--- src/rtl/uart_cmd_pkg.sv ---
// UART command set shared by the command decoder and the flash read sequencer:
// command bytes, sequencer state encoding and the reply checksum.
package uart_cmd_pkg;

    localparam logic [7:0] CMD_SETIMG = 8'h53;
    localparam logic [7:0] CMD_GETIMG = 8'h43;
    localparam logic [7:0] CMD_RDSR   = 8'h52;
    localparam logic [7:0] CMD_RDCR   = 8'h45;
    localparam logic [7:0] CMD_WRCR   = 8'h47;
    localparam logic [7:0] CMD_ADDR   = 8'h41;
    localparam logic [7:0] CMD_RDDATA = 8'h56;
    localparam logic [7:0] CMD_WRDATA = 8'h4B;

    typedef enum logic [3:0] {
        IDLE,
        CHECK,
        HDR_CMD,
        HDR_LEN,
        RD_REQ,
        RD_WAIT,
        SER,
        CSUM,
        FIN
    } fsm_state_e;

    // Reply trailer: one's complement of the running byte sum.
    function automatic logic [7:0] checksum(input logic [7:0] sum);
        return ~sum;
    endfunction

endpackage

--- src/rtl/word_serializer.sv ---
// Splits a 32-bit flash word into four bytes, LSB first, over valid/ready,
// and keeps the mod-256 sum of every reply byte the top reports as sent.
module word_serializer
    import uart_cmd_pkg::*;
(
    input  logic        clk,
    input  logic        reset,
    input  logic        load_i,
    input  logic [31:0] word_i,
    input  logic        ready_i,
    output logic [7:0]  byte_o,
    output logic        valid_o,
    output logic        last_o,
    input  logic        sum_clr_i,
    input  logic        sum_en_i,
    input  logic [7:0]  sum_byte_i,
    output logic [7:0]  sum_o
);

    logic [31:0] word_q;
    logic [1:0]  idx_q;
    logic        full_q;
    logic [7:0]  sum_q;

    assign byte_o  = word_q[{idx_q, 3'b000} +: 8];
    assign valid_o = full_q;
    assign last_o  = full_q && ready_i && (idx_q == 2'd3);
    assign sum_o   = sum_q;

    // A load in the same cycle as the last byte's handshake wins, so words
    // can follow each other without an empty cycle.
    always_ff @(posedge clk) begin
        if (reset) begin
            word_q <= '0;
            idx_q  <= '0;
            full_q <= 1'b0;
            sum_q  <= '0;
        end else begin
            if (load_i) begin
                word_q <= word_i;
                idx_q  <= '0;
                full_q <= 1'b1;
            end else if (full_q && ready_i) begin
                idx_q <= idx_q + 2'd1;
                if (idx_q == 2'd3) full_q <= 1'b0;
            end
            if (sum_clr_i)     sum_q <= '0;
            else if (sum_en_i) sum_q <= sum_q + sum_byte_i;
        end
    end

endmodule

--- src/rtl/flash_read_sequencer.sv ---
// Reads UFM words over Avalon-MM for the read-data command and frames the reply.
// Define FLASH_RD_PREFETCH_EN to fetch word n+1 while word n is being sent.
module flash_read_sequencer
    import uart_cmd_pkg::*;
#(
    parameter int unsigned ADDR_W   = 17,
    parameter logic [7:0]  RD_CMD   = CMD_RDDATA,
    parameter int unsigned WAIT_MAX = 1023
) (
    input  logic              clk,
    input  logic              reset,
    input  logic              start,
    input  logic [23:0]       start_addr,
    input  logic [7:0]        word_count,
    output logic              busy,
    output logic              done,
    output logic              error,
    output logic [ADDR_W-1:0] avm_address,
    output logic              avm_read,
    input  logic              avm_waitrequest,
    input  logic [31:0]       avm_readdata,
    input  logic              avm_readdatavalid,
    output logic [7:0]        tx_data,
    output logic              tx_valid,
    input  logic              tx_ready
);

    localparam int unsigned       WAIT_W    = $clog2(WAIT_MAX + 1);
    localparam logic [WAIT_W-1:0] WAIT_LOAD = WAIT_W'(WAIT_MAX - 1);

    fsm_state_e        state_q, state_d;
    logic [ADDR_W-1:0] addr_q, addr_d;
    logic [8:0]        cnt_q, cnt_d;
    logic [7:0]        len_q, len_d;
    logic              bad_q, bad_d;
    logic              err_q, err_d;
    logic [WAIT_W-1:0] wait_q, wait_d;

    logic        ser_load, ser_valid, ser_last, ser_ready;
    logic        sum_clr, sum_en;
    logic [7:0]  ser_byte, sum;
    logic [31:0] ser_word;

`ifdef FLASH_RD_PREFETCH_EN
    logic        pf_req_q, pf_req_d;
    logic        pf_wait_q, pf_wait_d;
    logic        hold_v_q, hold_v_d;
    logic [31:0] hold_q, hold_d;
    logic        ser_from_hold;

    assign ser_word = ser_from_hold ? hold_q : avm_readdata;
`else
    assign ser_word = avm_readdata;
`endif

    assign ser_ready = tx_ready && (state_q == SER);
    assign sum_en    = tx_valid && tx_ready && (state_q != CSUM);

    word_serializer u_ser (
        .clk        (clk),
        .reset      (reset),
        .load_i     (ser_load),
        .word_i     (ser_word),
        .ready_i    (ser_ready),
        .byte_o     (ser_byte),
        .valid_o    (ser_valid),
        .last_o     (ser_last),
        .sum_clr_i  (sum_clr),
        .sum_en_i   (sum_en),
        .sum_byte_i (tx_data),
        .sum_o      (sum)
    );

    always_comb begin
        state_d     = state_q;
        addr_d      = addr_q;
        cnt_d       = cnt_q;
        len_d       = len_q;
        bad_d       = bad_q;
        err_d       = err_q;
        wait_d      = wait_q;
        busy        = 1'b1;
        done        = 1'b0;
        error       = 1'b0;
        avm_read    = 1'b0;
        avm_address = addr_q;
        tx_valid    = 1'b0;
        tx_data     = 8'h00;
        ser_load    = 1'b0;
        sum_clr     = 1'b0;
`ifdef FLASH_RD_PREFETCH_EN
        pf_req_d      = pf_req_q;
        pf_wait_d     = pf_wait_q;
        hold_v_d      = hold_v_q;
        hold_d        = hold_q;
        ser_from_hold = 1'b0;
`endif
        unique case (state_q)
            IDLE: begin
                busy = 1'b0;
                if (start) begin
                    addr_d  = start_addr[ADDR_W-1:0];
                    bad_d   = |(start_addr >> ADDR_W);
                    cnt_d   = (word_count == 8'd0) ? 9'd256 : {1'b0, word_count};
                    len_d   = word_count;
                    err_d   = 1'b0;
                    sum_clr = 1'b1;
                    state_d = CHECK;
`ifdef FLASH_RD_PREFETCH_EN
                    pf_req_d  = 1'b0;
                    pf_wait_d = 1'b0;
                    hold_v_d  = 1'b0;
`endif
                end
            end
            CHECK: begin
                if (bad_q) begin
                    err_d   = 1'b1;
                    state_d = FIN;
                end else begin
                    state_d = HDR_CMD;
                end
            end
            HDR_CMD: begin
                tx_valid = 1'b1;
                tx_data  = RD_CMD;
                if (tx_ready) state_d = HDR_LEN;
            end
            HDR_LEN: begin
                tx_valid = 1'b1;
                tx_data  = len_q;
                if (tx_ready) state_d = RD_REQ;
            end
            RD_REQ: begin
                avm_read = 1'b1;
                if (!avm_waitrequest) begin
                    wait_d  = WAIT_LOAD;
                    state_d = RD_WAIT;
                end
            end
            RD_WAIT: begin
                if (avm_readdatavalid) begin
                    ser_load = 1'b1;
                    state_d  = SER;
`ifdef FLASH_RD_PREFETCH_EN
                    pf_req_d = (cnt_q > 9'd1);
`endif
                end else if (wait_q == '0) begin
                    err_d   = 1'b1;
                    state_d = FIN;
                end else begin
                    wait_d = wait_q - WAIT_W'(1);
                end
            end
            SER: begin
                tx_valid = ser_valid;
                tx_data  = ser_byte;
`ifdef FLASH_RD_PREFETCH_EN
                avm_read    = pf_req_q;
                avm_address = addr_q + ADDR_W'(1);
                if (pf_req_q && !avm_waitrequest) begin
                    pf_req_d  = 1'b0;
                    pf_wait_d = 1'b1;
                    wait_d    = WAIT_LOAD;
                end
                if (pf_wait_q && avm_readdatavalid) begin
                    hold_d    = avm_readdata;
                    hold_v_d  = 1'b1;
                    pf_wait_d = 1'b0;
                end else if (pf_wait_q && wait_q != '0) begin
                    wait_d = wait_q - WAIT_W'(1);
                end
                if (ser_last) begin
                    cnt_d  = cnt_q - 9'd1;
                    addr_d = addr_q + ADDR_W'(1);
                    if (cnt_q == 9'd1) begin
                        state_d = CSUM;
                    end else if (hold_v_q || (pf_wait_q && avm_readdatavalid)) begin
                        ser_load      = 1'b1;
                        ser_from_hold = hold_v_q;
                        hold_v_d      = 1'b0;
                        pf_req_d      = (cnt_q > 9'd2);
                    end else if (pf_req_q && avm_waitrequest) begin
                        // Prefetch still stalled: hand the same address to RD_REQ.
                        pf_req_d = 1'b0;
                        state_d  = RD_REQ;
                    end else begin
                        pf_req_d  = 1'b0;
                        pf_wait_d = 1'b0;
                        state_d   = RD_WAIT;
                    end
                end
                if (pf_wait_q && !avm_readdatavalid && wait_q == '0) begin
                    err_d     = 1'b1;
                    pf_wait_d = 1'b0;
                    state_d   = FIN;
                end
`else
                if (ser_last) begin
                    cnt_d   = cnt_q - 9'd1;
                    addr_d  = addr_q + ADDR_W'(1);
                    state_d = (cnt_q == 9'd1) ? CSUM : RD_REQ;
                end
`endif
            end
            CSUM: begin
                tx_valid = 1'b1;
                tx_data  = checksum(sum);
                if (tx_ready) state_d = FIN;
            end
            FIN: begin
                busy    = 1'b0;
                done    = 1'b1;
                error   = err_q;
                state_d = IDLE;
            end
            default: state_d = IDLE;
        endcase
    end

    always_ff @(posedge clk) begin
        if (reset) begin
            state_q <= IDLE;
            addr_q  <= '0;
            cnt_q   <= '0;
            len_q   <= '0;
            bad_q   <= 1'b0;
            err_q   <= 1'b0;
            wait_q  <= '0;
        end else begin
            state_q <= state_d;
            addr_q  <= addr_d;
            cnt_q   <= cnt_d;
            len_q   <= len_d;
            bad_q   <= bad_d;
            err_q   <= err_d;
            wait_q  <= wait_d;
        end
    end

`ifdef FLASH_RD_PREFETCH_EN
    always_ff @(posedge clk) begin
        if (reset) begin
            pf_req_q  <= 1'b0;
            pf_wait_q <= 1'b0;
            hold_v_q  <= 1'b0;
            hold_q    <= '0;
        end else begin
            pf_req_q  <= pf_req_d;
            pf_wait_q <= pf_wait_d;
            hold_v_q  <= hold_v_d;
            hold_q    <= hold_d;
        end
    end
`endif

endmodule

--- config.mk ---
export PLATFORM = sky130hd
export DESIGN_NAME = flash_read_sequencer
export DESIGN_NICKNAME = d
export VERILOG_FILES = /design/src/rtl/uart_cmd_pkg.sv /design/src/rtl/word_serializer.sv /design/src/rtl/flash_read_sequencer.sv
export SDC_FILE = /design/constraint.sdc
export NUM_CORES = 1
export LEC_CHECK = 0
export ABC_AREA = 1
export CORE_ASPECT_RATIO = 0.6
export CORE_MARGIN = 1.5
export CORE_UTILIZATION = 45
export CTS_BUF_LIST = sky130_fd_sc_hd__clkbuf_8 sky130_fd_sc_hd__clkbuf_16
export DETAILED_ROUTE_END_ITERATION = 6
export GPL_TIMING_DRIVEN = 0
export PLACE_DENSITY = 0.76
export SETUP_SLACK_MARGIN = 0.5
export SLEW_MARGIN = 20
export SYNTH_ARGS = -nofsm -noshare
export SYNTH_HDL_FRONTEND = slang
export SYNTH_SLANG_ARGS = --single-unit
--- constraint.sdc ---
create_clock -name clk -period 6.4 [get_ports clk]
set_input_delay 1.28 -clock clk [delete_from_list [all_inputs] [get_ports clk]]
set_output_delay 1.28 -clock clk [all_outputs]
set_load 0.01 [all_outputs]
# Yosys cells after proc, flatten, opt, wreduce, memory -nomap -nowiden
# Cells that the tools add are included.
# totals
out_inout_bits	30
ff_bits	93
elab_cells	104
rom_bits	0
ramBits	0
memories	0
input_bits	70
latch_bits	0
# op_classes
n_mux	40
shift	1
n_lt_le_gt_ge	0
bitwise_logic	1
n_mul	0
n_eq_ne	22
reduce_logical	24
div	0
add_sub_neg	5
# ops
cell	count
2-to-1 mux 4 bit	9
2-to-1 mux 17 bit	2
case mux 17 bit (2 select lines)	1
case mux 4 bit (8 select lines)	1
case mux 8 bit (4 select lines)	1
variable part select 32 x 6 -> 8 bit	1
2-to-1 mux 10 bit	3
2-to-1 mux 9 bit	3
inequality test 2 bit, second input constant	10
case mux 10 bit (2 select lines)	1
case mux 9 bit (2 select lines)	1
adder 17 x 1 -> 17 bit, second input constant	1
== test 4 x 3 -> 1 bit, second input constant	4
2-to-1 mux 1 bit	15
zero test 10 bit	1
subtractor 10 x 1 -> 10 bit, second input constant	1
== test 9 x 1 -> 1 bit, second input constant	1
subtractor 9 x 1 -> 9 bit, second input constant	1
adder 8 bit	1
== test 4 x 2 -> 1 bit, second input constant	2
zero test 8 bit	1
inverter 8 bit	1
nonzero test 2 bit	4
AND reduction 7 bit	1
other kinds (19)	26

# Logic depth before layout (Yosys ltp)
# Gate-level depths: netlist (run 1).
# logic_depth
depth_word	6
ltp_mapped	19
mapped_depth_nobuf	18

# Modules after synthesis
# From an unflattened synthesis (run 1), not the netlist that was laid out.
# hier_totals
cells_unflattened	836
area_unflattened_um2	5497.8
# by_module_without_submodules
module	cells_per_inst	seq_area_each_um2	area_per_inst_um2	instances
flash_read_sequencer	543	1001.0	3405.8	1
word_serializer	293	860.8	2092.0	1

# Worst setup path before layout (run 1)
# No wires, ideal clock.
# synth_path
path_type	reg-to-output
startpoint	register u_ser.idx_q[1]
endpoint	output port tx_data[1]
stages_incl_launch_ff	9
arrival_ns	1.357
n_path_buf	1
setup_slack_ns	3.763
t_required_ns	5.120
path_cell_list	dfxtp_1 buf_2 clkinv_1 a21oi_1 o21ai_0 nand2_1 a21oi_1 nor3_1 inv_1
# synth_via
elab_chain_cells	2
# synth_rtl
element	line_no	text
start: declaration	word_serializer.sv:21	logic [1:0] idx_q;
start signal: assignment	word_serializer.sv:44	idx_q <= idx_q + 2'd1;
variable part select 32 x 6 -> 8 bit	word_serializer.sv:25	assign byte_o = word_q[{idx_q, 3'b000} +: 8];
case mux 8 bit (4 select lines)	flash_read_sequencer.sv:98	unique case (state_q)
end: declaration	flash_read_sequencer.sv:23	output logic [7:0] tx_data,
# No other way between the ends.

# Worst setup path in the final report (run 1)
# layout_path
startpoint	register state_q[2]
endpoint	output port tx_data[2]
# layout_via
elab_chain_cells	2
word_cells_on_any_way	5
classes_between	eq/ne (4); mux (1)
# layout_rtl
element	line_no	text
start: declaration	flash_read_sequencer.sv:31	fsm_state_e state_q, state_d;
start signal: assignment	flash_read_sequencer.sv:231	state_q <= state_d;
== test 4 x 3 -> 1 bit or == test 4 x 2 -> 1 bit (tied branches)	flash_read_sequencer.sv:98	
case mux 8 bit (4 select lines) (*)	flash_read_sequencer.sv:98	
# Every way passes the cells marked *; elsewhere a longest branch is shown, timed or not.

==> impl_metrics.tcl, run 1 <==
set metrics [dict create \
    status "finished, final reports clean" \
    routed_via_density 5.34 \
    placementRows 30 \
    ys.warnings.count 0 \
    p_leak_uw 0.00275 \
    path_delay_family "buffers and inverters" \
    hold_path_class "reg -> reg" \
    synth_cell_type_count 43 \
    setup_tns_ps 0 \
    cts_tree "yes" \
    slowest_delay_ps 590 \
    crit_start "state_q[2]$_SDFFE_PP0P_" \
    grt_pass1_wl_um 26600 \
    min_path_cells 2 \
    worst-path-max-fanout 10 \
    netlist_area_mm2 0.00535 \
    cts_hold_buf 0 \
    core_mm2 0.0114 \
    critPathBufInv 4 \
    drt-initial-drc-count 562 \
    finalSetupViolations 0 \
    switching_share_pct 44.3 \
    fillCellCount 1110 \
    grt_pass1_vias 5187 \
    die_w_um 144 \
    setup.worst_path.end_class "primary output" \
    drc 0 \
    synth_common_cells "nand2_1 (171), a21oi_1 (95), nor2_1 (95)" \
    insertion_delay_ps 350 \
    fin_crit_sh_pct 62.1 \
    async_flop_share_pct 0 \
    r2r_cells 15 \
    place_hpwl_um 12800 \
    maxCapViolCount 0 \
    cpMaxStageDelayCell "clkdlybuf4s50_1" \
    die_h_um 87.4 \
    synth_top_area_share_pct 34.8 \
    place_area_mm2 0.00652 \
    ys_top_cells_by_area "dfxtp_1 (35%), nand2_1 (12%), a21oi_1 (8.9%)" \
    p_int_uw 1560 \
    ys_seq_area_share_pct 34.8 \
    antenna_found_initial 0 \
    power_frac_comb_pct 50.3 \
    pwr_density_cell_mw_per_mm2 412 \
    post_cts_buffers 0 \
    areaGrowthSynthToFinish_pct 27.3 \
    syn_inst 827 \
    path_class "reg -> out" \
    crit_cells 8 \
    synth.most_common_cell "nand2_1" \
    clock-sinks 93 \
    htreeDepth 3 \
    pwr-share-seq_pct 30.8 \
    drive_gt1_share_pct 5.43 \
    fin_area_mm2 0.00680 \
    synth_top_flop_cell "dfxtp_1" \
    skew_ps 10.9 \
    rsz0062_at_grt "false" \
    start_util_pct 46.7 \
    avgSynthCellArea_um2 6.46 \
    arrival_ps 2690 \
    pwr-share-clk_pct 18.9 \
    utilization_pct 59.4 \
    vias 5878 \
    io-pin-count 100 \
    place_congestion 0.922 \
    grt_max_degree 19 \
    grt_usage_pct 27.5 \
    syn-num-nets 911 \
    path_clk_slew_ps 70 \
    numCtsBuffers 9 \
    port_buffers 97 \
    drtPass1Iterations 5 \
    synth_edf_count 0 \
    wirelength_um 16700 \
    ctsResizeCount 0 \
    drtAntennaViolNets 0 \
    peakVddDrop_uv 203 \
    clk_path_buf_depth 2 \
    ys_ff_latch 93 \
    max-slew-margin-rel_pct 56.6 \
    finalMaxSlewViolations 0 \
    drt-wirelength-per-cell_um 15.2 \
    n_antenna_cell 0 \
    fin_nets 1019 \
    min_period_ps 3970 \
    critPathLaunchType "register" \
    hp-start "u_ser.word_q[2]$_SDFFE_PP0P_" \
    crit_chain "inv_2 > nor2_4 > nand2_2 > inv_2 > clkbuf_1 > nand3_1 > o211ai_1 > clkdlybuf4s50_1" \
    dieArea_mm2 0.0126 \
    crit_path_frequent_cell "inv_2" \
    worst_slew_pin_slew_ps 651 \
    required_ps 5120 \
    fmax_mhz 252 \
    switchingPower_uw 1240 \
    root_buffer "clkbuf_16" \
    overflow 0 \
    synth_top_area_cell "dfxtp_1" \
    hold_viol 0 \
    reg2reg_from "state_q[2]$_SDFFE_PP0P_" \
]
placed cells by master (no fill, tap or decap), drive strengths merged:
cell / instances
nand2: 174
inv: 101
clkdlybuf4s50: 97
nor2: 97
a21oi: 96
dfxtp: 93
o21ai: 87
nand3: 67
clkbuf: 30
buf: 16
nor3: 15
ha: 13
nand4: 10
or2: 8
xor2: 5
xnor2: 4
a31oi: 4
clkinv: 4
o211ai: 3
o221ai: 3
nor4: 2
a211oi: 2
o31ai: 1
a21o: 1
nand3b: 1
o21bai: 1
a22oi: 1
mux2i: 1
o21a: 1
nor3b: 1
fa: 1
per-layer routing:
layer,up-vias,GRT usage (%),routed length [µm]
li1,2925,-,-
met2,268,37.1,6540
met5,-,0,0
met4,0,5.75,119
met1,2673,44.1,8390
met3,12,5.06,1640
logic make-up after synthesis:
| kind of cell | share of synthesized area [%] |
|---|---|
| and+or+nand+nor | 30.0 |
| AOI/OAI and AO/OA | 19.8 |
| buffers and inverters | 10.3 |
| DFF | 34.8 |
| adders and majority gates | 3.42 |
| xor gates and xnor gates | 1.47 |
| muxes | 0.187 |
layout make-up:
cell class                      instances  area (µm²)  area share [%]
Clock buffer                            9         225            3.31
Tap cell                              160         200            2.94
Buffer                                 37         179            2.63
Inverter                               98         369            5.42
Timing Repair Buffer                   97         971            14.3
Clock inverter                          7        62.6           0.919
Sequential cell                        93        1860            27.4
Multi-Input combinational cell        599        2940            43.1
registers in the layout, indices dropped and copies added (netlist names):
signal         count
u_ser.valid_o      1
bad_q              1
len_q              8
u_ser.sum_o        8
u_ser.word_q      32
avm_address       17
u_ser.idx_q        2
err_q              1
state_q            4
cnt_q              9
wait_q            10
through the flow:
step / worst slack [ps] / instances / hold slack [ps] / total power (µW)
detailed placement: 2850 / 1084 / 450 / 2240
CTS: 2470 / 1100 / 460 / 2780
global placement: 2800 / 1084 / 444 / 2220
finish: 2430 / 1100 / 459 / 2800
floorplan: 3760 / 827 / 425 / 1780
global route: 2330 / 1100 / 468 / 3030
power by group through the flow:
stage	sequential, µW	clock (µW)	combinational [µW]
after floorplan	860	0	920
after global placement	869	0	1350
after detailed placement	869	0	1380
after CTS	857	534	1390
after global routing	883	556	1590
final	863	530	1410
worst min-delay path: cells and delay by family, from the launching register on:
| family | cells | cell delay, ps |
|---|---|---|
| AOI/OAI and AO/OA | 1 | 60 |
| buffers and inverters | 1 | 60 |
| DFF | 1 | 300 |
worst paths after layout:
path / endpoint / slack [ps]
worst max register to register: u_ser.sum_o[6]$_SDFFE_PP0P_ / 3290
worst min register to register: u_ser.word_q[2]$_SDFFE_PP0P_ / 460
worst max-delay path: tx_data[2] / 2430
worst min-delay path: u_ser.word_q[2]$_SDFFE_PP0P_ / 460
Note: power is estimated with default switching activity, not from simulation.
==> run 2, diff against run 1 <==
==> constraint.sdc (replaced) <==
create_clock -name clk -period 4.04 [get_ports clk]
set_input_delay 0.808 -clock clk [delete_from_list [all_inputs] [get_ports clk]]
set_output_delay 0.808 -clock clk [all_outputs]
set_load 0.01 [all_outputs]
==> impl_metrics.tcl, run 2 (synthesized netlist as in run 1, its figures left out) <==
set metrics [dict create \
    status "finished, final reports clean" \
    setup_tns_ps 0 \
    r2r_end "u_ser.sum_o[6]$_SDFFE_PP0P_" \
    slowest_delay_ps 540 \
    required_ps 3230 \
    root_buffer "clkbuf_16" \
    placementRows 30 \
    layout_commonest_cell "nand2_1" \
    worst_slew_pin_slew_ps 635 \
    placed_cells 1084 \
    overflow 0 \
    fillCellCount 1112 \
    power_frac_comb_pct 50.4 \
    ctsResizeCount 0 \
    skew_ps 10.2 \
    n_antenna_cell 0 \
    cpMaxStageDelayCell "clkdlybuf4s50_1" \
    crit_chain "inv_2 > nor2_4 > nand2_2 > inv_2 > buf_2 > nand2_1 > a21oi_1 > nor3_1 > inv_1 > clkdlybuf4s50_1" \
    drt-initial-drc-count 639 \
    switching_share_pct 44.4 \
    port_buffers 97 \
    p_leak_uw 0.00275 \
    drtPass1Iterations 5 \
    pwr_density_cell_mw_per_mm2 653 \
    grt_pass1_wl_um 26600 \
    finalSetupViolations 0 \
    htreeDepth 3 \
    antenna_found_initial 0 \
    hold_path_class "reg -> reg" \
    die_h_um 87.4 \
    areaGrowthSynthToFinish_pct 27.4 \
    grt_usage_pct 27.5 \
    switchingPower_uw 1970 \
    worst-path-max-fanout 10 \
    numCtsBuffers 9 \
    clk_path_buf_depth 2 \
    cts_tree "yes" \
    path_delay_family "buffers and inverters" \
    final_cells 1100 \
    fin_crit_sh_pct 84.5 \
    setup.worst_path.end_class "primary output" \
    core_mm2 0.0114 \
    fin_nets 1019 \
    peakVddDrop_uv 324 \
    io-pin-count 100 \
    critPathLaunchType "register" \
    min_period_ps 3410 \
    r2r_slack_ps 1080 \
    regMostFlops "u_ser.word_q" \
    crit_start "state_q[2]$_SDFFE_PP0P_" \
    min_path_cells 2 \
    start_util_pct 46.7 \
    hp-start "u_ser.word_q[18]$_SDFFE_PP0P_" \
    largest_reg_flops 32 \
    place_hpwl_um 12800 \
    place_congestion 0.922 \
    path_clk_slew_ps 70 \
    utilization_pct 59.5 \
    vias 5886 \
    drive_gt1_share_pct 5.64 \
    drc 0 \
    die_w_um 144 \
    hold_end "u_ser.word_q[18]$_SDFFE_PP0P_" \
    crit_path_frequent_cell "inv_2" \
    pwr-share-clk_pct 18.9 \
    clock-sinks 93 \
    drtAntennaViolNets 0 \
    pwr-share-seq_pct 30.7 \
    finalMaxSlewViolations 0 \
    dieArea_mm2 0.0126 \
    rsz0062_at_grt "false" \
    grt_pass1_vias 5187 \
    arrival_ps 2610 \
    grt_max_degree 19 \
    max-slew-margin-rel_pct 57.6 \
    p_int_uw 2470 \
    maxCapViolCount 0 \
    drt-wirelength-per-cell_um 15.2 \
    hold_viol 0 \
    post_cts_buffers 0 \
    critPathBufInv 5 \
    cts_hold_buf 0 \
    r2r_cells 14 \
    fmax_mhz 293 \
    routed_via_density 5.35 \
    final_cell_mix "nand2_1 (171), clkdlybuf4s50_1 (97), nor2_1 (95), a21oi_1 (95)" \
    path_class "reg -> out" \
    reg2reg_from "u_ser.idx_q[0]$_SDFFE_PP0P_" \
    insertion_delay_ps 350 \
    wirelength_um 16700 \
]
## run 2: cell count changes in the layout (fill, tap and decap cells not counted), sizes merged
cell / previous run / this run
clkinvlp: 0 / 1
clkinv: 4 / 3
## run 2: metrics by stage
step	worst slack [ps]	instance area (µm²)	hold WS [ps]	power, µW
6_report	626	6810	460	4450
5_1_grt	502	6810	468	4800
4_1_cts	586	6800	460	4400
3_5_place_dp	964	6520	450	3560
3_3_place_gp	913	6520	444	3520
2_1_floorplan	1500	5350	425	2820
## run 2: area by class of cell
class	count	area [µm²]	area share [%]
multi-input cells	599	2940	43.1
flip-flops and latches	93	1860	27.3
repair buffers	97	971	14.3
inverters	98	373	5.48
clock buffers	9	225	3.31
well taps	160	200	2.94
plain buffers	37	180	2.65
clock inverters	7	62.6	0.919
## run 2: worst max path at each step
| stage | endpoint | cells past startpoint |
|---|---|---|
| global route | tx_data[1] | 10 |
| finish | tx_data[1] | 10 |
| CTS | tx_data[2] | 8 |
| detailed placement | tx_data[2] | 8 |
| global placement | tx_data[2] | 8 |
| floorplan | u_ser.sum_o[6]$_SDFFE_PP0P_ | 14 |
## run 2: power by group through the flow
stage	logic [µW]	registers, µW	clock network [µW]
6_report	2240	1370	839
5_1_grt	2520	1400	881
4_1_cts	2200	1360	846
3_5_place_dp	2180	1380	0
3_3_place_gp	2140	1380	0
2_1_floorplan	1460	1360	0
## run 2: worst min-delay path, delay by kind of cell, from the launching register on
| kind | cells | cell delay, ps |
|---|---|---|
| flops | 1 | 300 |
| buf+inv | 1 | 60 |
| compound gates | 1 | 60 |
## run 2: layer usage
metal / track usage, % / vias up / share of wire, %
li1: - / 2922 / -
met1: 44.1 / 2661 / 50
met2: 37.1 / 288 / 39
met3: 5.06 / 15 / 10
met4: 5.75 / 0 / 0.87
met5: 0 / - / 0
==> run 3, diff against run 2 <==
==> constraint.sdc (replaced) <==
create_clock -name clk -period 3.5 [get_ports clk]
set_input_delay 0.7 -clock clk [delete_from_list [all_inputs] [get_ports clk]]
set_output_delay 0.7 -clock clk [all_outputs]
set_load 0.01 [all_outputs]
==> impl_metrics.tcl, run 3 (synthesized netlist as in run 1, its figures left out) <==
set metrics [dict create \
    areaGrowthSynthToFinish_pct 28.1 \
    fin_area_mm2 0.00685 \
    largest_reg_flops 32 \
    min_period_ps 2970 \
    drt-wirelength-per-cell_um 15.4 \
    place_congestion 0.922 \
    fillCellCount 1115 \
    r2r_slack_ps 810 \
    utilization_pct 59.8 \
    setup_tns_ps 0 \
    pwr_density_cell_mw_per_mm2 751 \
    die_h_um 87.4 \
    routed_via_density 5.38 \
    r2r_cells 12 \
    peakVddDrop_uv 362 \
    io-pin-count 100 \
    antenna_found_initial 0 \
    grt.busiest_layer "met1" \
    grtUsageMet2_pct 37.4 \
    grt_usage_pct 27.7 \
    grt_max_degree 19 \
    cts_tree "yes" \
    critPathLaunchType "register" \
    clk_path_buf_depth 2 \
    place_hpwl_um 12800 \
    fmax_mhz 337 \
    grt_util_met3_pct 5.11 \
    min_path_cells 2 \
    required_ps 2800 \
    n_antenna_cell 0 \
    numCtsBuffers 9 \
    hold_path_class "reg -> reg" \
    hp-start "u_ser.word_q[2]$_SDFFE_PP0P_" \
    max-slew-margin-rel_pct 57.2 \
    layout_commonest_cell "nand2_1" \
    regMostFlops "u_ser.word_q" \
    multi_input_area_mm2 0.00295 \
    slowest_delay_ps 540 \
    worst-path-max-fanout 10 \
    drtPass1Iterations 5 \
    fin_crit_sh_pct 84.9 \
    seq_area_mm2 0.00186 \
    clock-sinks 93 \
    fin_nets 1019 \
    drtAntennaViolNets 0 \
    htreeDepth 3 \
    grt_pass1_vias 5211 \
    overflow 0 \
    final_cell_mix "nand2_1 (171), nor2_1 (95), a21oi_1 (94), inv_1 (92), clkdlybuf4s50_1 (92)" \
    r2r_end "u_ser.sum_o[6]$_SDFFE_PP0P_" \
    finalMaxSlewViolations 0 \
    drive_gt1_share_pct 6.60 \
    placementRows 30 \
    arrival_ps 2270 \
    cpMaxStageDelayCell "clkdlybuf4s50_1" \
    skew_ps 9.22 \
    insertion_delay_ps 350 \
    cts_hold_buf 0 \
    reg2reg_from "state_q[0]$_SDFFE_PP0P_" \
    setup.worst_path.end_class "primary output" \
    die_w_um 144 \
    groute.layer.met1.usage_pct 44.2 \
    p_leak_uw 0.00283 \
    path_class "reg -> out" \
    hold_end "u_ser.word_q[2]$_SDFFE_PP0P_" \
    root_buffer "clkbuf_16" \
    place_area_mm2 0.00652 \
    drt-initial-drc-count 599 \
    port_buffers 97 \
    start_util_pct 46.7 \
    grt_pass1_wl_um 26800 \
    finalSetupViolations 0 \
    vias 5915 \
    dieArea_mm2 0.0126 \
    path_clk_slew_ps 70 \
    rsz0062_at_grt "true" \
    wirelength_um 16900 \
    drc 0 \
    maxCapViolCount 0 \
    whs_ps 461 \
    crit_chain "inv_2 > nor2_4 > nand2_2 > inv_4 > buf_6 > nand2_1 > a21oi_2 > nor3_2 > inv_1 > clkdlybuf4s50_1" \
    core_mm2 0.0114 \
    hold_viol 0 \
    total_power_uw 5140 \
    status "finished, final reports clean" \
    worst_slew_pin_slew_ps 643 \
]
[run 3: final cells by class]
class / count / area share (%)
clock buffers: 9 / 3.29
inverters: 98 / 5.46
clock inverters: 7 / 0.914
multi-input cells: 599 / 43.1
flip-flops and latches: 93 / 27.2
repair buffers: 97 / 14.3
well taps: 160 / 2.92
plain buffers: 37 / 2.85
[run 3: where the power goes]
group          internal, µW  switching, µW
clock network           500            471
registers              1340            242
logic                  1020           1580
[run 3: metal layers]
layer / vias up / routed length [µm]
met1: 2672 / 8480
met3: 22 / 1610
met4: 0 / 179
li1: 2930 / -
met2: 291 / 6620
met5: - / 0
[run 3: repair_timing]
item                                    in CTS  in global routing
buffers inserted                             0                  0
hold endpoints to repair                     0                  0
resized for setup                           12                 13
endpoints found under the setup margin       8                  9
[run 3: worst max path at each step]
stage | start | endpoint
after CTS | state_q[1]$_SDFFE_PP0P_ | tx_data[2]
after global placement | state_q[2]$_SDFFE_PP0P_ | u_ser.sum_o[6]$_SDFFE_PP0P_
after floorplan | u_ser.idx_q[0]$_SDFFE_PP0P_ | u_ser.sum_o[6]$_SDFFE_PP0P_
after detailed placement | state_q[2]$_SDFFE_PP0P_ | u_ser.sum_o[6]$_SDFFE_PP0P_
after global routing | state_q[2]$_SDFFE_PP0P_ | tx_data[1]
final | state_q[2]$_SDFFE_PP0P_ | tx_data[1]
[run 3: worst max-delay path: cells and delay by family (launching register included)]
family                 cells  cell delay, ps
buffers and inverters      5            1000
AND/OR/NAND/NOR            4             380
flip-flops                 1             370
AO/OA/AOI/OAI              1             180
[run 3: through the flow]
stage                     worst slack [ps]  cells
final                                  528   1100
after global routing                   431   1100
after CTS                              500   1100
after detailed placement               492   1084
after global placement                 443   1084
after floorplan                        956    827
